## src/rtl/uart_alu_pkg.sv

```systemverilog
// Shared constants, FSM encoding and header helpers for the UART ALU.
package uart_alu_pkg;

  localparam logic [7:0]  OP_ECHO          = 8'hEC;
  localparam logic [7:0]  OP_ADD           = 8'hAD;
  localparam logic [7:0]  OP_MUL           = 8'h88;
  localparam logic [15:0] HDR_BYTES        = 16'd4;
  localparam logic [15:0] PRESCALE_DEFAULT = 16'd35;

  typedef enum logic [2:0] {
    ST_OPCODE,
    ST_RSVD,
    ST_LEN_LO,
    ST_LEN_HI,
    ST_PAYLOAD,
    ST_MUL_BUSY,
    ST_RESULT
  } state_t;

  // Payload byte count from the header length; short lengths mean header only.
  function automatic logic [15:0] payload_len(input logic [15:0] len);
    return (len < HDR_BYTES) ? 16'd0 : len - HDR_BYTES;
  endfunction

endpackage

```

## src/rtl/uart.sv

```systemverilog
// AXI-Stream byte UART, 8N1, LSB first. One bit lasts prescale*8 clocks.
module uart (
  input  logic        clk,
  input  logic        rst,
  input  logic [7:0]  s_axis_tdata,
  input  logic        s_axis_tvalid,
  output logic        s_axis_tready,
  output logic [7:0]  m_axis_tdata,
  output logic        m_axis_tvalid,
  input  logic        m_axis_tready,
  input  logic        rxd,
  output logic        txd,
  output logic        tx_busy,
  output logic        rx_busy,
  output logic        rx_overrun_error,
  output logic        rx_frame_error,
  input  logic [15:0] prescale
);

  logic [18:0] w_bit_len;
  logic [18:0] w_half_len;
  logic        w_rxd;

  logic [1:0]  r_rxd_s;
  logic        r_rx_busy;
  logic [18:0] r_rx_cnt;
  logic [3:0]  r_rx_bit;
  logic [7:0]  r_rx_sh;
  logic [7:0]  r_m_data;
  logic        r_m_valid;
  logic        r_ovr;
  logic        r_ferr;

  logic        r_tx_busy;
  logic [18:0] r_tx_cnt;
  logic [3:0]  r_tx_bit;
  logic [8:0]  r_tx_sh;
  logic        r_txd;

  assign w_bit_len  = {prescale, 3'b000} - 19'd1;
  assign w_half_len = {1'b0, prescale, 2'b00} - 19'd1;
  assign w_rxd      = r_rxd_s[1];

  assign s_axis_tready    = ~r_tx_busy;
  assign m_axis_tdata     = r_m_data;
  assign m_axis_tvalid    = r_m_valid;
  assign txd              = r_txd;
  assign tx_busy          = r_tx_busy;
  assign rx_busy          = r_rx_busy;
  assign rx_overrun_error = r_ovr;
  assign rx_frame_error   = r_ferr;

  // Receiver: synchronise rxd, sample each bit at its centre, check stop bit.
  always_ff @(posedge clk or negedge rst) begin
    if (!rst) begin
      r_rxd_s   <= 2'b11;
      r_rx_busy <= 1'b0;
      r_rx_cnt  <= '0;
      r_rx_bit  <= '0;
      r_rx_sh   <= '0;
      r_m_data  <= '0;
      r_m_valid <= 1'b0;
      r_ovr     <= 1'b0;
      r_ferr    <= 1'b0;
    end else begin
      r_rxd_s <= {r_rxd_s[0], rxd};
      r_ovr   <= 1'b0;
      r_ferr  <= 1'b0;
      if (r_m_valid && m_axis_tready) r_m_valid <= 1'b0;
      if (!r_rx_busy) begin
        if (!w_rxd) begin
          r_rx_busy <= 1'b1;
          r_rx_cnt  <= w_half_len;
          r_rx_bit  <= '0;
        end
      end else if (r_rx_cnt != '0) begin
        r_rx_cnt <= r_rx_cnt - 19'd1;
      end else if (r_rx_bit == 4'd0) begin
        // Start bit gone high at its centre: treat as a glitch.
        if (w_rxd) r_rx_busy <= 1'b0;
        else begin
          r_rx_bit <= 4'd1;
          r_rx_cnt <= w_bit_len;
        end
      end else if (r_rx_bit != 4'd9) begin
        r_rx_sh  <= {w_rxd, r_rx_sh[7:1]};
        r_rx_bit <= r_rx_bit + 4'd1;
        r_rx_cnt <= w_bit_len;
      end else begin
        r_rx_busy <= 1'b0;
        if (w_rxd) begin
          r_m_data  <= r_rx_sh;
          r_m_valid <= 1'b1;
          r_ovr     <= r_m_valid && !m_axis_tready;
        end else begin
          r_ferr <= 1'b1;
        end
      end
    end
  end

  // Transmitter: start bit, 8 data bits, stop bit, then ready for the next byte.
  always_ff @(posedge clk or negedge rst) begin
    if (!rst) begin
      r_tx_busy <= 1'b0;
      r_tx_cnt  <= '0;
      r_tx_bit  <= '0;
      r_tx_sh   <= '0;
      r_txd     <= 1'b1;
    end else if (!r_tx_busy) begin
      if (s_axis_tvalid) begin
        r_tx_busy <= 1'b1;
        r_txd     <= 1'b0;
        r_tx_sh   <= {1'b1, s_axis_tdata};
        r_tx_bit  <= '0;
        r_tx_cnt  <= w_bit_len;
      end
    end else if (r_tx_cnt != '0) begin
      r_tx_cnt <= r_tx_cnt - 19'd1;
    end else if (r_tx_bit == 4'd9) begin
      r_tx_busy <= 1'b0;
    end else begin
      r_txd    <= r_tx_sh[0];
      r_tx_sh  <= {1'b0, r_tx_sh[8:1]};
      r_tx_bit <= r_tx_bit + 4'd1;
      r_tx_cnt <= w_bit_len;
    end
  end

endmodule

```

## src/rtl/uart_alu_mul.sv

```systemverilog
// Iterative shift-add multiplier, one multiplier bit per clock, low 32 bits kept.
module alu_mul32 (
  input  logic        clk,
  input  logic        rst,
  input  logic        i_start,
  input  logic [31:0] i_a,
  input  logic [31:0] i_b,
  output logic        o_busy,
  output logic        o_done,
  output logic [31:0] o_p
);

  logic [31:0] r_a;
  logic [31:0] r_b;
  logic [31:0] r_p;
  logic [5:0]  r_cnt;
  logic        r_busy;
  logic        r_done;

  assign o_busy = r_busy;
  assign o_done = r_done;
  assign o_p    = r_p;

  // Load operands on start, then 32 add/shift steps; done pulses with the final product.
  always_ff @(posedge clk or negedge rst) begin
    if (!rst) begin
      r_a    <= '0;
      r_b    <= '0;
      r_p    <= '0;
      r_cnt  <= '0;
      r_busy <= 1'b0;
      r_done <= 1'b0;
    end else begin
      r_done <= 1'b0;
      if (i_start && !r_busy) begin
        r_a    <= i_a;
        r_b    <= i_b;
        r_p    <= '0;
        r_cnt  <= 6'd32;
        r_busy <= 1'b1;
      end else if (r_busy) begin
        if (r_b[0]) r_p <= r_p + r_a;
        r_a   <= {r_a[30:0], 1'b0};
        r_b   <= {1'b0, r_b[31:1]};
        r_cnt <= r_cnt - 6'd1;
        if (r_cnt == 6'd1) begin
          r_busy <= 1'b0;
          r_done <= 1'b1;
        end
      end
    end
  end

endmodule

```

## src/rtl/uart_alu_top.sv

```systemverilog
// UART ALU: packet controller around a byte UART; echoes payloads or returns add/mul results.
module uart_alu_top
  import uart_alu_pkg::*;
#(
  parameter logic [15:0] PRESCALE = PRESCALE_DEFAULT
) (
  input  logic clk,
  input  logic rst,
  input  logic rx_i,
  output logic tx_o
);

  state_t      r_state;
  state_t      w_nxt;

  logic [7:0]  r_op;
  logic [7:0]  r_len_lo;
  logic [15:0] r_cnt;
  logic [31:0] r_opnd;
  logic [1:0]  r_bcnt;
  logic [31:0] r_acc;
  logic        r_have_first;
  logic [7:0]  r_tx_data;
  logic        r_tx_valid;
  logic [1:0]  r_res_idx;

  logic [7:0]  w_rx_data;
  logic        w_rx_valid;
  logic        w_rx_ready;
  logic        w_tx_ready;
  logic        w_tx_busy;
  logic        w_rx_busy;
  logic        w_rx_ovr;
  logic        w_rx_ferr;
  logic        w_rx_fire;
  logic        w_tx_fire;
  logic [15:0] w_pay;
  logic [31:0] w_opnd;
  logic        w_op_done;
  logic        w_is_arith;
  logic        w_mul_start;
  logic        w_mul_busy;
  logic        w_mul_done;
  logic [31:0] w_mul_p;
  logic        w_last;
  logic [1:0]  w_res_nxt;

  uart u_uart (
    .clk              (clk),
    .rst              (rst),
    .s_axis_tdata     (r_tx_data),
    .s_axis_tvalid    (r_tx_valid),
    .s_axis_tready    (w_tx_ready),
    .m_axis_tdata     (w_rx_data),
    .m_axis_tvalid    (w_rx_valid),
    .m_axis_tready    (w_rx_ready),
    .rxd              (rx_i),
    .txd              (tx_o),
    .tx_busy          (w_tx_busy),
    .rx_busy          (w_rx_busy),
    .rx_overrun_error (w_rx_ovr),
    .rx_frame_error   (w_rx_ferr),
    .prescale         (PRESCALE)
  );

  alu_mul32 u_mul (
    .clk     (clk),
    .rst     (rst),
    .i_start (w_mul_start),
    .i_a     (r_acc),
    .i_b     (w_opnd),
    .o_busy  (w_mul_busy),
    .o_done  (w_mul_done),
    .o_p     (w_mul_p)
  );

  // Received bytes stall while multiplying, sending a result, or holding an echo byte.
  assign w_rx_ready  = !(r_state == ST_MUL_BUSY || r_state == ST_RESULT ||
                         r_tx_valid || w_mul_busy);
  assign w_rx_fire   = w_rx_valid && w_rx_ready;
  assign w_tx_fire   = r_tx_valid && w_tx_ready;
  assign w_pay       = payload_len({w_rx_data, r_len_lo});
  assign w_opnd      = {w_rx_data, r_opnd[31:8]};
  assign w_op_done   = w_rx_fire && (r_state == ST_PAYLOAD) && (r_bcnt == 2'd3);
  assign w_is_arith  = (r_op == OP_ADD) || (r_op == OP_MUL);
  assign w_mul_start = w_op_done && (r_op == OP_MUL) && r_have_first;
  assign w_last      = (r_cnt == 16'd1);
  assign w_res_nxt   = r_res_idx + 2'd1;

  // Controller state register.
  always_ff @(posedge clk or negedge rst) begin
    if (!rst) r_state <= ST_OPCODE;
    else      r_state <= w_nxt;
  end

  // Next-state logic: header walk, payload consumption, multiply wait, result send.
  always_comb begin
    w_nxt = r_state;
    case (r_state)
      ST_OPCODE:   if (w_rx_fire) w_nxt = ST_RSVD;
      ST_RSVD:     if (w_rx_fire) w_nxt = ST_LEN_LO;
      ST_LEN_LO:   if (w_rx_fire) w_nxt = ST_LEN_HI;
      ST_LEN_HI: begin
        if (w_rx_fire) begin
          if (w_pay != 16'd0) w_nxt = ST_PAYLOAD;
          else                w_nxt = w_is_arith ? ST_RESULT : ST_OPCODE;
        end
      end
      ST_PAYLOAD: begin
        if (w_rx_fire) begin
          if (w_mul_start) w_nxt = ST_MUL_BUSY;
          else if (w_last) w_nxt = w_is_arith ? ST_RESULT : ST_OPCODE;
        end
      end
      ST_MUL_BUSY: if (w_mul_done) w_nxt = (r_cnt == 16'd0) ? ST_RESULT : ST_PAYLOAD;
      ST_RESULT:   if (w_tx_fire && r_res_idx == 2'd3) w_nxt = ST_OPCODE;
      default:     w_nxt = ST_OPCODE;
    endcase
  end

  // Datapath: header capture, byte counter, operand assembly, accumulator, transmit byte.
  always_ff @(posedge clk or negedge rst) begin
    if (!rst) begin
      r_op         <= '0;
      r_len_lo     <= '0;
      r_cnt        <= '0;
      r_opnd       <= '0;
      r_bcnt       <= '0;
      r_acc        <= '0;
      r_have_first <= 1'b0;
      r_tx_data    <= '0;
      r_tx_valid   <= 1'b0;
      r_res_idx    <= '0;
    end else begin
      if (w_tx_fire) r_tx_valid <= 1'b0;
      case (r_state)
        ST_OPCODE: begin
          if (w_rx_fire) begin
            r_op         <= w_rx_data;
            r_acc        <= '0;
            r_bcnt       <= '0;
            r_cnt        <= '0;
            r_have_first <= 1'b0;
          end
        end
        ST_LEN_LO: if (w_rx_fire) r_len_lo <= w_rx_data;
        ST_LEN_HI: if (w_rx_fire) r_cnt <= w_pay;
        ST_PAYLOAD: begin
          if (w_rx_fire) begin
            r_cnt  <= r_cnt - 16'd1;
            r_opnd <= w_opnd;
            r_bcnt <= r_bcnt + 2'd1;
            if (r_op == OP_ECHO) begin
              r_tx_valid <= 1'b1;
              r_tx_data  <= w_rx_data;
            end
            if (w_op_done) begin
              if (r_op == OP_ADD) begin
                r_acc <= r_acc + w_opnd;
              end else if (r_op == OP_MUL && !r_have_first) begin
                r_acc        <= w_opnd;
                r_have_first <= 1'b1;
              end
            end
          end
        end
        ST_MUL_BUSY: if (w_mul_done) r_acc <= w_mul_p;
        ST_RESULT: begin
          // First cycle here has no byte pending; later bytes follow each acceptance.
          if (!r_tx_valid) begin
            r_tx_valid <= 1'b1;
            r_tx_data  <= r_acc[7:0];
            r_res_idx  <= '0;
          end else if (w_tx_fire && r_res_idx != 2'd3) begin
            r_tx_valid <= 1'b1;
            r_tx_data  <= r_acc[{w_res_nxt, 3'b000} +: 8];
            r_res_idx  <= w_res_nxt;
          end
        end
        default: ;
      endcase
    end
  end

endmodule

```

## config.mk

```make
export PLATFORM = sky130hd
export DESIGN_NAME = uart_alu_top
export DESIGN_NICKNAME = d
export VERILOG_FILES = /design/src/rtl/uart_alu_pkg.sv /design/src/rtl/uart.sv /design/src/rtl/uart_alu_mul.sv /design/src/rtl/uart_alu_top.sv
export SDC_FILE = /design/constraint.sdc
export NUM_CORES = 1
export LEC_CHECK = 0
export ABC_AREA = 1
export CAP_MARGIN = 20
export CORE_MARGIN = 2
export CORE_UTILIZATION = 65
export DETAILED_ROUTE_END_ITERATION = 16
export PLACE_DENSITY = 0.81
export SYNTH_ARGS = -nofsm -noshare
export SYNTH_HDL_FRONTEND = slang
export SYNTH_SLANG_ARGS = --single-unit
```

## constraint.sdc

```tcl
create_clock -name clk -period 2.6 [get_ports clk]
set_input_delay 0.39 -clock clk [delete_from_list [all_inputs] [get_ports clk]]
set_output_delay 0.39 -clock clk [all_outputs]
set_load 0.03 [all_outputs]
```

==> results.toml, run 1 <==
[pwr]
p_total_w = 0.009017
powerDensity_mw_per_mm2 = 460.7
peakVddDrop_mv = 0.6800
leakage_nw = 9.033

[clocking]
cts_max_path_buffers = 3
clk_latency_ns = 0.57
cts_setup_buffers = 0
path_clk_slew_ns = 0.06
numCtsBuffers = 31
cts_root_buf = "clkbuf_16"
h-tree-depth = 1
clkSinkCount = 286
tritoncts = "yes"

[routing]
via_count = 16940
drc = 0
viasPerCell = 6.073
ant_nets = 0
wirelength_um = 49830
firstDrtPassIters = 7
routedWlPerCell_um = 17.87
drt_iter0_drc = 1691

[critical_path]
path_buf_inv = 3
cp-start-kind = "flop"
critical_path.max_fanout = 42
critical_path.top_delay_family = "simple AND/OR/NAND/NOR gates"
cp_data_required_time_ns = 3.01
slowest_delay_ns = 0.56
cpMostUsedCell = "inv_1"
cp_cell_sequence = "inv_1 > nor2_2 > nor4_4 > nand2_4 > inv_1 > a21oi_4 > nor2_4 > buf_4 > nor2_1 > a21oi_1"
cp.arrival_ns = 2.89
slowest_stage = "a21oi_4"
cp-end-kind = "flop"
critical_path_class = "flop to flop"

[floorplanning]
fp-row-count = 60
start_util = 0.6626
dieArea_mm2 = 0.02889
die_h_um = 170.0
core_area_mm2 = 0.02703
dieWidth_um = 170.0
io_pins = 4

[min_path]
hold_class = "primary input to flop"

[place]
place_area_mm2 = 0.01852
finalWeightedCongestion = 1.006
port_buffers = 3
dp_hpwl_um = 37190

[yosys]
synth_mux_area_frac = 0.001258
synth-simple-area-share = 0.2436
ys_async_sr_fraction = 1.000
synthAdderAreaFrac = 0.05534
ys_seq_area_frac = 0.3999
yosysWarnings = 0
netlist_area_mm2 = 0.01791
synth_compound_area_frac = 0.1938
syn-num-nets = 2497
post_synth.cell_area_avg_um2 = 7.412
synth_enable_flop_cells = 0
ys_ff_latch = 286
synth_xor_area_frac = 0.02005
synth_cells = 2416
synth_top_family_by_area = "simple AND/OR/NAND/NOR gates"
ys_types = 62
synth_top_flop_cell = "dfrtp_1"

[layout]
fin_area_mm2 = 0.01957
drive_above_1_share = 0.06454
area_growth_pct = 9.286
final_core_utilization = 0.7241
diodes = 0
fin_nets = 2509

[sta]
hold_ws_ns = 0.2318
rsz0062_at_grt = "yes"
slew_viol_final = 0
skew_ns = 0.02258
hold_viol = 0
finalCriticalPeriod_ns = 2.477
setup_viol = 0
fmax_ghz = 0.4037
timing.final.crit_share = 0.9528
slew_headroom = 0.5485
fin_tns_setup_ns = 0
tightest_slew_ns = 0.6758

[grt]
grt.total_usage = 0.3500
grt_pass1_vias = 16080
globalRouteOverflowTotal = 0
grt_max_degree = 63
antenna_found_initial = 0
grt_pass1_wl_um = 81040

[run_status]
outcome = "finished clean"

[flow_run]
maxCapViolations = 0
-- flip-flops by register name, summed over array words and instances (netlist names), 6 cells and up --
register and cells:
r_acc 32, u_mul.o_p 32, u_mul.r_a 32, u_mul.r_b 32
r_opnd 24, u_uart.r_rx_cnt 19, u_uart.r_tx_cnt 19, r_cnt 16
u_uart.r_tx_sh 9, r_len_lo 8, r_op 8, r_tx_data 8
u_uart.m_axis_tdata 8, u_uart.r_rx_sh 8, u_mul.r_cnt 6
-- power by group --
| group | total (W) | internal (W) | leakage, nW | switching, W |
|---|---|---|---|---|
| clock | 0.00445 | 0.00263 | 0.478 | 0.00183 |
| combinational | 0.000111 | 0.0000190 | 4.60 | 0.0000917 |
| sequential | 0.00445 | 0.00445 | 3.96 | 0.000000490 |
| total | 0.00902 | 0.00710 | 9.03 | 0.00192 |
-- layout by cell type (no fill, tap or decap), drive strengths merged, types with 2 or more instances in the layout --
cell and instances:
xor2 28, a21o 10, a41oi 2, fa 2, clkinv 6, o22ai 20, or2 7, nand2 492
o21bai 7, clkdlybuf4s50 2, nor3b 2, dfrtp 283, o311ai 6, o221ai 31, a21boi 5, nand3b 2
dfstp 3, nor2 254, o21ai 244, nor3 57, a22oi 3, o32ai 4, a31oi 25, nand4 33
ha 76, xnor2 13, clkbuf 40, clkinvlp 6, o21a 11, inv 309, o211ai 41, mux2 2
bufinv 4, o31ai 4, buf 60, nand3 160, nor4 13, a21oi 172
-- per-stage QoR --
stage	std cells	worst slack, ns
6_report	2789	0.1228
5_1_grt	2789	-0.006039
4_1_cts	2789	0.08286
3_5_place_dp	2735	0.09144
3_3_place_gp	2735	0.1532
2_1_floorplan	2416	0.4571
-- final timing paths --
check | start | to | slack (ns) | depth (start not counted)
setup / recovery | r_state[1] | r_acc[1] | 0.12 | 10
hold / removal | rx_i | u_uart.r_rxd_s[0] | 0.23 | 1
setup reg to reg | r_state[1] | r_acc[1] | 0.12 | 10
hold reg to reg | u_uart.r_rxd_s[0] | u_uart.r_rxd_s[1] | 0.36 | 0
max in group asynchronous | rst | u_uart.txd | 1.43 | 3
min in group asynchronous | rst | u_mul.o_p[6] | 0.37 | 2
-- cell type report --
type	instances	area (um2)
Inverter	312	1175
Clock buffer	40	829.5
Fill cell	2167	7456
Multi-Input combinational cell	1734	9234
Clock inverter	13	177.7
Timing Repair Buffer	63	566.8
Sequential cell	286	7161
Tap cell	341	426.7
-- metal layers --
metal	vias to the layer above	track usage	part of all wire	routed length, um
met4	0	0.1628	0.051	2542
li1	8163	-	-	-
met5	-	0	0	0
met1	7897	0.4800	0.42	21150
met2	717	0.5551	0.45	22360
met3	160	0.04814	0.076	3779
-- cell usage after synthesis (6+ instances only) --
library cell  instances  area (um2)
nand2_1             487        1828
inv_1               304        1141
dfrtp_1             283        7082
nor2_1              248       930.9
o21ai_0             238        1191
a21oi_1             170       850.8
nand3_1             159       795.8
ha_1                 76       950.9
nor3_1               56       280.3
clkbuf_1             48       180.2
nand4_1              32       200.2
o211ai_1             31       232.7
o221ai_1             31       271.5
xor2_1               28       245.2
a31oi_1              25       156.4
buf_2                24       120.1
o22ai_1              20       125.1
xnor2_1              13       113.9
nor4_1               12       75.07
o21a_1               11       82.58
a21o_1               10       75.07
o211ai_2             10       125.1
buf_1                 7       26.28
o21bai_1              7       52.55
inv_2                 6       22.52
o311ai_0              6       52.55
or2_2                 6       37.54
-- logic make-up after synthesis --
family          Yosys count
compound gates          591
xor+xnor                 41
fa+ha+maj                78
buf+inv                 396
flops                   286
mux                       2
simple gates           1022
-- what timing repair did --
item                       4_1_cts  5_1_grt
gates resized for setup          0       12
hold endpoints to repair        53        0
hold buffers                     1        0
setup endpoints to repair        0       37
Power figures use the tool's default switching activity.
==> run 2, diff against run 1 <==
--- a/config.mk
+++ b/config.mk
@@ -6,7 +6,7 @@
 export NUM_CORES = 1
 export LEC_CHECK = 0
 export ABC_AREA = 1
-export CAP_MARGIN = 20
+export CAP_MARGIN = 5
 export CORE_MARGIN = 2
 export CORE_UTILIZATION = 65
 export DETAILED_ROUTE_END_ITERATION = 16
==> results of run 2 <==
The final DEF is identical to that of run 1; final timing and power are the same.
